File: config.mk
export PLATFORM = sky130hd
export DESIGN_NAME = descrambler_flat
export DESIGN_NICKNAME = d
export VERILOG_FILES = /design/src/rtl/descrambler_if.sv /design/src/rtl/descrambler.sv /design/src/flat_wrapper.sv
export SDC_FILE = /design/constraint.sdc
export NUM_CORES = 1
export LEC_CHECK = 0
export BUFFER_PORTS_ARGS = -buffer_cell sky130_fd_sc_hd__buf_2
export CORE_ASPECT_RATIO = 1.4
export CORE_UTILIZATION = 60
export DETAILED_ROUTE_END_ITERATION = 16
export GPL_TIMING_DRIVEN = 0
export PLACE_DENSITY = 0.82
export SLEW_MARGIN = 20
export SYNTH_ARGS = -nofsm -noshare
export SYNTH_HDL_FRONTEND = slang
export SYNTH_SLANG_ARGS = --single-unit
File: constraint.sdc
create_clock -name Clk -period 11.2 [get_ports Clk]
set_input_delay 2.24 -clock Clk [delete_from_list [all_inputs] [get_ports Clk]]
set_output_delay 2.24 -clock Clk [all_outputs]
set_load 0.005 [all_outputs]
File: src/rtl/descrambler_if.sv
// Bus for the descrambler: frame control, serial bit in, descrambled bit and status out.
// service_err is present only when SERVICE_CHECK_EN is defined.
interface descrambler_if #(
    parameter int CNT_W = 16
);
    logic             start;
    logic             data_in;
    logic             in_valid;
    logic [CNT_W-1:0] data_bits;
    logic [7:0]       tail_pad_length;
    logic             data_out;
    logic             out_valid;
    logic [6:0]       sync_state;
    logic             sync_done;
    logic             frame_done;
    logic             busy;
`ifdef SERVICE_CHECK_EN
    logic             service_err;
`endif

    modport master (
`ifdef SERVICE_CHECK_EN
        input  service_err,
`endif
        output start, data_in, in_valid,
        output data_bits, tail_pad_length,
        input  data_out, out_valid, sync_state,
        input  sync_done, frame_done, busy
    );

    modport slave (
`ifdef SERVICE_CHECK_EN
        output service_err,
`endif
        input  start, data_in, in_valid,
        input  data_bits, tail_pad_length,
        output data_out, out_valid, sync_state,
        output sync_done, frame_done, busy
    );
endinterface

File: src/rtl/descrambler.sv
// 802.11a x^7+x^4+1 receive descrambler; LFSR state recovered from SERVICE bits 0..6.
// Optional macro SERVICE_CHECK_EN adds service_err for nonzero descrambled SERVICE bits.
module descrambler #(
    parameter int CNT_W     = 16,
    parameter int TAIL_BITS = 6
) (
    input  logic         Clk,
    input  logic         Reset,
    descrambler_if.slave bus
);
    typedef enum logic [2:0] {
        IDLE, SYNC, SERVICE, DATA, TAIL, PAD
    } state_t;

    state_t           state_q, state_d, cur;
    logic [CNT_W-1:0] cnt_q, cnt_d, nbits_q, nbits_d;
    logic [7:0]       tp_q, tp_d, tp_eff, tail_len;
    logic [1:7]       s_q, s_d;
    logic [6:0]       sync_state_q, sync_state_d;
    logic             data_out_q, data_out_d;
    logic             out_valid_q, out_valid_d;
    logic             sync_done_q, sync_done_d;
    logic             frame_done_q, frame_done_d;
    logic             busy_q, busy_d;
    logic             accept, fb;
    logic [CNT_W-1:0] idx, n_eff, tail_end, last;
`ifdef SERVICE_CHECK_EN
    logic             svc_acc_q, svc_acc_d;
    logic             service_err_q, service_err_d;
`endif

    function automatic state_t phase(
        input logic [CNT_W-1:0] i,
        input logic [CNT_W-1:0] n,
        input logic [CNT_W-1:0] te
    );
        if (i < CNT_W'(7))       return SYNC;
        else if (i < CNT_W'(16)) return SERVICE;
        else if (i < n)          return DATA;
        else if (i < te)         return TAIL;
        else                     return PAD;
    endfunction

    always_comb begin
        fb     = s_q[4] ^ s_q[7];
        accept = bus.in_valid & (busy_q | bus.start);
        // A start cycle is always bit 0 of a fresh frame, even mid-frame.
        cur    = bus.start ? SYNC : state_q;
        idx    = bus.start ? '0 : cnt_q;
        n_eff  = bus.start
               ? ((bus.data_bits < CNT_W'(16)) ? CNT_W'(16) : bus.data_bits)
               : nbits_q;
        tp_eff   = bus.start ? bus.tail_pad_length : tp_q;
        tail_len = (tp_eff < 8'(TAIL_BITS)) ? tp_eff : 8'(TAIL_BITS);
        tail_end = n_eff + CNT_W'(tail_len);
        last     = n_eff + CNT_W'(tp_eff) - CNT_W'(1);

        state_d      = state_q;
        cnt_d        = cnt_q;
        nbits_d      = nbits_q;
        tp_d         = tp_q;
        s_d          = s_q;
        sync_state_d = sync_state_q;
        sync_done_d  = sync_done_q;
        data_out_d   = 1'b0;
        out_valid_d  = 1'b0;
        frame_done_d = 1'b0;
`ifdef SERVICE_CHECK_EN
        svc_acc_d     = svc_acc_q;
        service_err_d = service_err_q;
`endif

        if (bus.start) begin
            state_d     = SYNC;
            cnt_d       = '0;
            nbits_d     = n_eff;
            tp_d        = tp_eff;
            sync_done_d = 1'b0;
`ifdef SERVICE_CHECK_EN
            svc_acc_d     = 1'b0;
            service_err_d = 1'b0;
`endif
        end

        if (accept) begin
            out_valid_d = 1'b1;
            unique case (cur)
                SYNC:    s_d = {bus.data_in, s_q[1:6]};
                TAIL:    s_d = {fb, s_q[1:6]};
                default: begin
                    s_d        = {fb, s_q[1:6]};
                    data_out_d = bus.data_in ^ fb;
                end
            endcase
`ifdef SERVICE_CHECK_EN
            if (cur == SERVICE && data_out_d)
                svc_acc_d = 1'b1;
            if (idx == CNT_W'(15))
                service_err_d = svc_acc_d;
`endif
            if (idx == CNT_W'(6)) begin
                sync_state_d = s_d;
                sync_done_d  = 1'b1;
            end
            if (idx == last) begin
                frame_done_d = 1'b1;
                state_d      = IDLE;
                sync_done_d  = 1'b0;
            end else begin
                cnt_d   = idx + CNT_W'(1);
                state_d = phase(cnt_d, n_eff, tail_end);
            end
        end
        busy_d = (state_d != IDLE);
    end

    always_ff @(posedge Clk) begin
        if (Reset) begin
            state_q      <= IDLE;
            cnt_q        <= '0;
            nbits_q      <= '0;
            tp_q         <= '0;
            s_q          <= '0;
            sync_state_q <= '0;
            data_out_q   <= 1'b0;
            out_valid_q  <= 1'b0;
            sync_done_q  <= 1'b0;
            frame_done_q <= 1'b0;
            busy_q       <= 1'b0;
`ifdef SERVICE_CHECK_EN
            svc_acc_q     <= 1'b0;
            service_err_q <= 1'b0;
`endif
        end else begin
            state_q      <= state_d;
            cnt_q        <= cnt_d;
            nbits_q      <= nbits_d;
            tp_q         <= tp_d;
            s_q          <= s_d;
            sync_state_q <= sync_state_d;
            data_out_q   <= data_out_d;
            out_valid_q  <= out_valid_d;
            sync_done_q  <= sync_done_d;
            frame_done_q <= frame_done_d;
            busy_q       <= busy_d;
`ifdef SERVICE_CHECK_EN
            svc_acc_q     <= svc_acc_d;
            service_err_q <= service_err_d;
`endif
        end
    end

    assign bus.data_out   = data_out_q;
    assign bus.out_valid  = out_valid_q;
    assign bus.sync_state = sync_state_q;
    assign bus.sync_done  = sync_done_q;
    assign bus.frame_done = frame_done_q;
    assign bus.busy       = busy_q;
`ifdef SERVICE_CHECK_EN
    assign bus.service_err = service_err_q;
`endif
endmodule

File: src/flat_wrapper.sv
// flat-port wrapper written by rule: the top's interface ports become plain ports
module descrambler_flat 
#(
    parameter int CNT_W     = 16,
    parameter int TAIL_BITS = 6
)
  (Clk, Reset, bus_start, bus_data_in, bus_in_valid, bus_data_bits, bus_tail_pad_length, bus_data_out, bus_out_valid, bus_sync_state, bus_sync_done, bus_frame_done, bus_busy);
  descrambler_if #(.CNT_W(CNT_W)) bus_i ();
  input  logic Clk;
  input  logic Reset;
  input wire logic [$bits(bus_i.start)-1:0] bus_start;
  input wire logic [$bits(bus_i.data_in)-1:0] bus_data_in;
  input wire logic [$bits(bus_i.in_valid)-1:0] bus_in_valid;
  input wire logic [$bits(bus_i.data_bits)-1:0] bus_data_bits;
  input wire logic [$bits(bus_i.tail_pad_length)-1:0] bus_tail_pad_length;
  output wire logic [$bits(bus_i.data_out)-1:0] bus_data_out;
  output wire logic [$bits(bus_i.out_valid)-1:0] bus_out_valid;
  output wire logic [$bits(bus_i.sync_state)-1:0] bus_sync_state;
  output wire logic [$bits(bus_i.sync_done)-1:0] bus_sync_done;
  output wire logic [$bits(bus_i.frame_done)-1:0] bus_frame_done;
  output wire logic [$bits(bus_i.busy)-1:0] bus_busy;
  assign bus_i.start = bus_start;
  assign bus_i.data_in = bus_data_in;
  assign bus_i.in_valid = bus_in_valid;
  assign bus_i.data_bits = bus_data_bits;
  assign bus_i.tail_pad_length = bus_tail_pad_length;
  assign bus_data_out = bus_i.data_out;
  assign bus_out_valid = bus_i.out_valid;
  assign bus_sync_state = bus_i.sync_state;
  assign bus_sync_done = bus_i.sync_done;
  assign bus_frame_done = bus_i.frame_done;
  assign bus_busy = bus_i.busy;
  descrambler #(.CNT_W(CNT_W), .TAIL_BITS(TAIL_BITS)) u_core (.Clk(Clk), .Reset(Reset), .bus(bus_i));
endmodule
==> summary.txt <==
Status - finished, final reports clean
Syn Area/Cell - 7.95 um2
Final instance area - 6200 um2
Yosys Warn Count - 0
CTS tree - built
Level count of the clock H-tree - 3
Die Footprint - 9620 um2
Util after Layout - 69.1%
Pwr per Cell Area - 127 nW/um2
Final Hold Viols - 0
Worst r2r path cells - 23
Mapped Cells - 696
CP Capture Type - flip-flop
Arr. time, crit path - 8.98 ns
Worst r2r dst - u_core.state_q[0]
Dpl hpwl - 13200 um
Worst Hold Class - flip-flop to flip-flop
Max-slew headroom at the worst pin - 41.5%
Vias per inst - 6.33
CP Launch Type - input pin
GPL Wtd Cong - 1.02
Global route overflow - 0
CP Data Required Time - 11.41 ns
Total internal power - 0.512 mW
Core ar. - 8980 um2
Global-route wire length before repair - 26200 um
Fmax - 114 MHz
Drt wl/cell - 19.4 um
Final count of pins violating max slew - 0
Sequential power share - 29.3%
Most area-hungry cell type in the Yosys netlist - dfxtp_1
Later-pin clock latency in the skew report - 0.35 ns
Synth top area share - 22.4%
Initial Utilization - 61.6%
Layout cells sized above 1 - 10.7%
Net Sw Power - 0.274 mW
Logic gate share of total power - 32.7%
Vias in the first global route - 5204
RSZ-0062 raised after global routing - no
Period utilisation layout - 78.4%
Die Wd - 83.2 um
Clock share of power - 38.0%
RR Startpoint - u_core.tp_q[4]
Synth cell types - 79
Max clock buf depth - 2
Via count - 5465
IO Port Bufs - 40
Max-cap violations - 0
Lkg Pwr - 2.79 nW
DRC - 0
CP max FO - 10
# nets final - 846
IO Count - 41
First-pass DRT Iterations - 5
Crit path to - u_core.state_q[0]
DRT iter0 DRCs - 542
Post-cts repair resize count - 0
Post-CTS setup repair buffer count - 0
Final setup vio count - 0
Final Skew - 0.00869 ns
Pin count of the biggest net entering global routing - 13
Synth Flop Type - dfxtp_1
# diodes - 0
Minimum clock period - 8.78 ns
Antenna Nets Post-Route - 0
Die Span Y - 116 um
Routed wire length - 16800 um
Clock sinks - 62
CTS clk-pin slew, worst paths - 0.06 ns
Clock Tree Root - clkbuf_16
Initial antenna violation count - 0
Number of synthesized flops with an enable pin - 0
Setup_tns - 0 ns
Clock buffer count from CTS - 9
Worst-Margin Slew - 0.868 ns
Num rows - 41
R2R setup slack - 5.98 ns
Synth area leaders - dfxtp_1 (22%), ha_1 (14%), xnor2_1 (6.2%)
Mapped cell area - 5530 um2
GRT Total Usage - 35.3%
Post-Place Cell Area - 5880 um2
Crit path kind - input pin to flip-flop
Async S/R FF share, synth - 0%
#FFs+latches synth - 62
# hold bufs at CTS - 0
Peak VDD IR - 0.115 mV
Critical Path Source - bus_start
Seq/Total Area, Yosys - 22.4%
Switch share - 34.8%
Layout area overhead - 12.1%
[critical path: stages]
cell and delay (ns):
buf_2 0.13, buf_4 0.18, buf_4 0.22, buf_4 0.23, clkbuf_1 0.54, buf_1 0.73
clkbuf_1 0.62, a31oi_1 0.28, inv_1 0.12, ha_1 0.21, inv_1 0.08, fa_1 0.41
o21ai_1 0.12, a31o_2 0.21, a21oi_1 0.09, o21ai_1 0.38, nand2_1 0.14, xnor2_1 0.15
ha_1 0.31, nand4_1 0.13, nor2_1 0.07, o31a_1 0.28, o21ai_0 0.18, a31oi_1 0.12
nor3_1 0.38, mux2i_1 0.15, a21oi_1 0.21, a211oi_1 0.08
[state kept, by name, summed over array words and instances, names as in the netlist]
| register | flops |
|---|---|
| u_core.bus.busy | 1 |
| u_core.bus.data_out | 1 |
| u_core.bus.frame_done | 1 |
| u_core.bus.out_valid | 1 |
| u_core.bus.sync_done | 1 |
| u_core.bus.sync_state | 7 |
| u_core.cnt_q | 16 |
| u_core.nbits_q | 16 |
| u_core.s_q | 7 |
| u_core.state_q | 3 |
| u_core.tp_q | 8 |
[cell usage after synthesis, types with 3 or more instances]
cell       n
and3_1    11
nor3_1    15
nor2_1    78
ha_1      64
xor2_1    14
o21ai_1   18
buf_1      3
inv_1     42
buf_4      3
nand3_1   26
dfxtp_1   62
o21ai_0   17
a31oi_1    9
clkbuf_1  18
nor3b_1    5
nand4_1    8
o21bai_1   3
o211ai_1   5
nor4_1    12
or3_1     16
xnor2_1   39
a21oi_1   43
o31ai_1    5
mux2i_1   31
a211oi_1   4
or4_1      3
nand3b_1   4
a21o_1     8
nand2_1   46
or2_2      3
nor2b_1   14
o21a_1     4
[per-stage QoR]
| stage | instances | hold slack (ns) | power, mW | setup WS (ns) |
|---|---|---|---|---|
| 3_5_place_dp | 847 | 0.466 | 0.482 | 2.38 |
| 3_3_place_gp | 847 | 0.458 | 0.476 | 2.53 |
| 4_1_cts | 863 | 0.474 | 0.778 | 2.57 |
| 5_1_grt | 863 | 0.490 | 0.815 | 2.12 |
| 2_1_floorplan | 700 | 0.444 | 0.420 | 4.34 |
| 6_report | 863 | 0.471 | 0.786 | 2.42 |
[layout make-up]
cell class,instances,area (um2)
plain buffers,27,138
flip-flops and latches,62,1240
fillers,747,2780
inverters,43,161
clock buffers,11,253
repair buffers,40,200
clock inverters,5,65.1
well taps,107,134
multi-input cells,568,4010
[how the worst min path moves through the flow]
stage	startpoint	end	slack [ns]	cells past startpoint
after floorplan	u_core.s_q[1]	u_core.s_q[2]	0.44	2
after global placement	u_core.s_q[7]	u_core.s_q[7]	0.46	2
after detailed placement	u_core.s_q[7]	u_core.s_q[7]	0.47	2
after CTS	u_core.s_q[7]	u_core.s_q[7]	0.47	2
after global routing	u_core.s_q[3]	u_core.s_q[4]	0.49	2
final	u_core.s_q[7]	u_core.s_q[7]	0.47	2
[cell families (layout without fill, tap and decap cells)]
kind of cell             count (synthesis)  in the layout  synth area share, %
other                                    1              5               0.0678
adder cells (fa/ha/maj)                 67             67                 15.4
buffers and inverters                   70            126                 5.40
XOR/XNOR                                54             54                 8.79
AO/OA/AOI/OAI                          148            148                 17.7
AND/OR/NAND/NOR                        260            260                 24.0
flip-flops                              62             62                 22.4
multiplexers                            34             34                 6.22
[power by group through the flow]
stage | Sequential, mW | Clock (mW) | Combinational (mW)
after floorplan | 0.234 | 0 | 0.186
after global routing | 0.231 | 0.308 | 0.277
after global placement | 0.235 | 0 | 0.242
final | 0.230 | 0.299 | 0.257
after CTS | 0.230 | 0.297 | 0.250
after detailed placement | 0.235 | 0 | 0.248
[layout by cell type (no fill, tap or decap), types with 4 or more instances in the layout]
| master | synthesis | final |
|---|---|---|
| nor2_1 | 78 | 78 |
| ha_1 | 64 | 64 |
| dfxtp_1 | 62 | 62 |
| nand2_1 | 46 | 46 |
| a21oi_1 | 43 | 43 |
| inv_1 | 42 | 42 |
| buf_2 | 1 | 41 |
| xnor2_1 | 39 | 39 |
| mux2i_1 | 31 | 31 |
| nand3_1 | 26 | 26 |
| clkbuf_1 | 18 | 18 |
| o21ai_1 | 18 | 18 |
| o21ai_0 | 17 | 17 |
| or3_1 | 16 | 16 |
| nor3_1 | 15 | 15 |
| nor2b_1 | 14 | 14 |
| xor2_1 | 14 | 14 |
| nor4_1 | 12 | 12 |
| and3_1 | 11 | 11 |
| a31oi_1 | 9 | 9 |
| clkbuf_16 | 0 | 9 |
| a21o_1 | 8 | 8 |
| nand4_1 | 8 | 8 |
| nor3b_1 | 5 | 5 |
| o211ai_1 | 5 | 5 |
| o31ai_1 | 5 | 5 |
| conb_1 | 1 | 5 |
| nand3b_1 | 4 | 4 |
| o21a_1 | 4 | 4 |
| a211oi_1 | 4 | 4 |
[per-layer routing]
layer / track usage (%) / up-vias / wire length (um)
li1: - / 2612 / -
met1: 40.1 / 2568 / 6620
met2: 62.8 / 216 / 8310
met3: 4.77 / 69 / 873
met4: 22.3 / 0 / 974
met5: 0 / - / 0
Note: power is estimated with default switching activity, not from simulation.
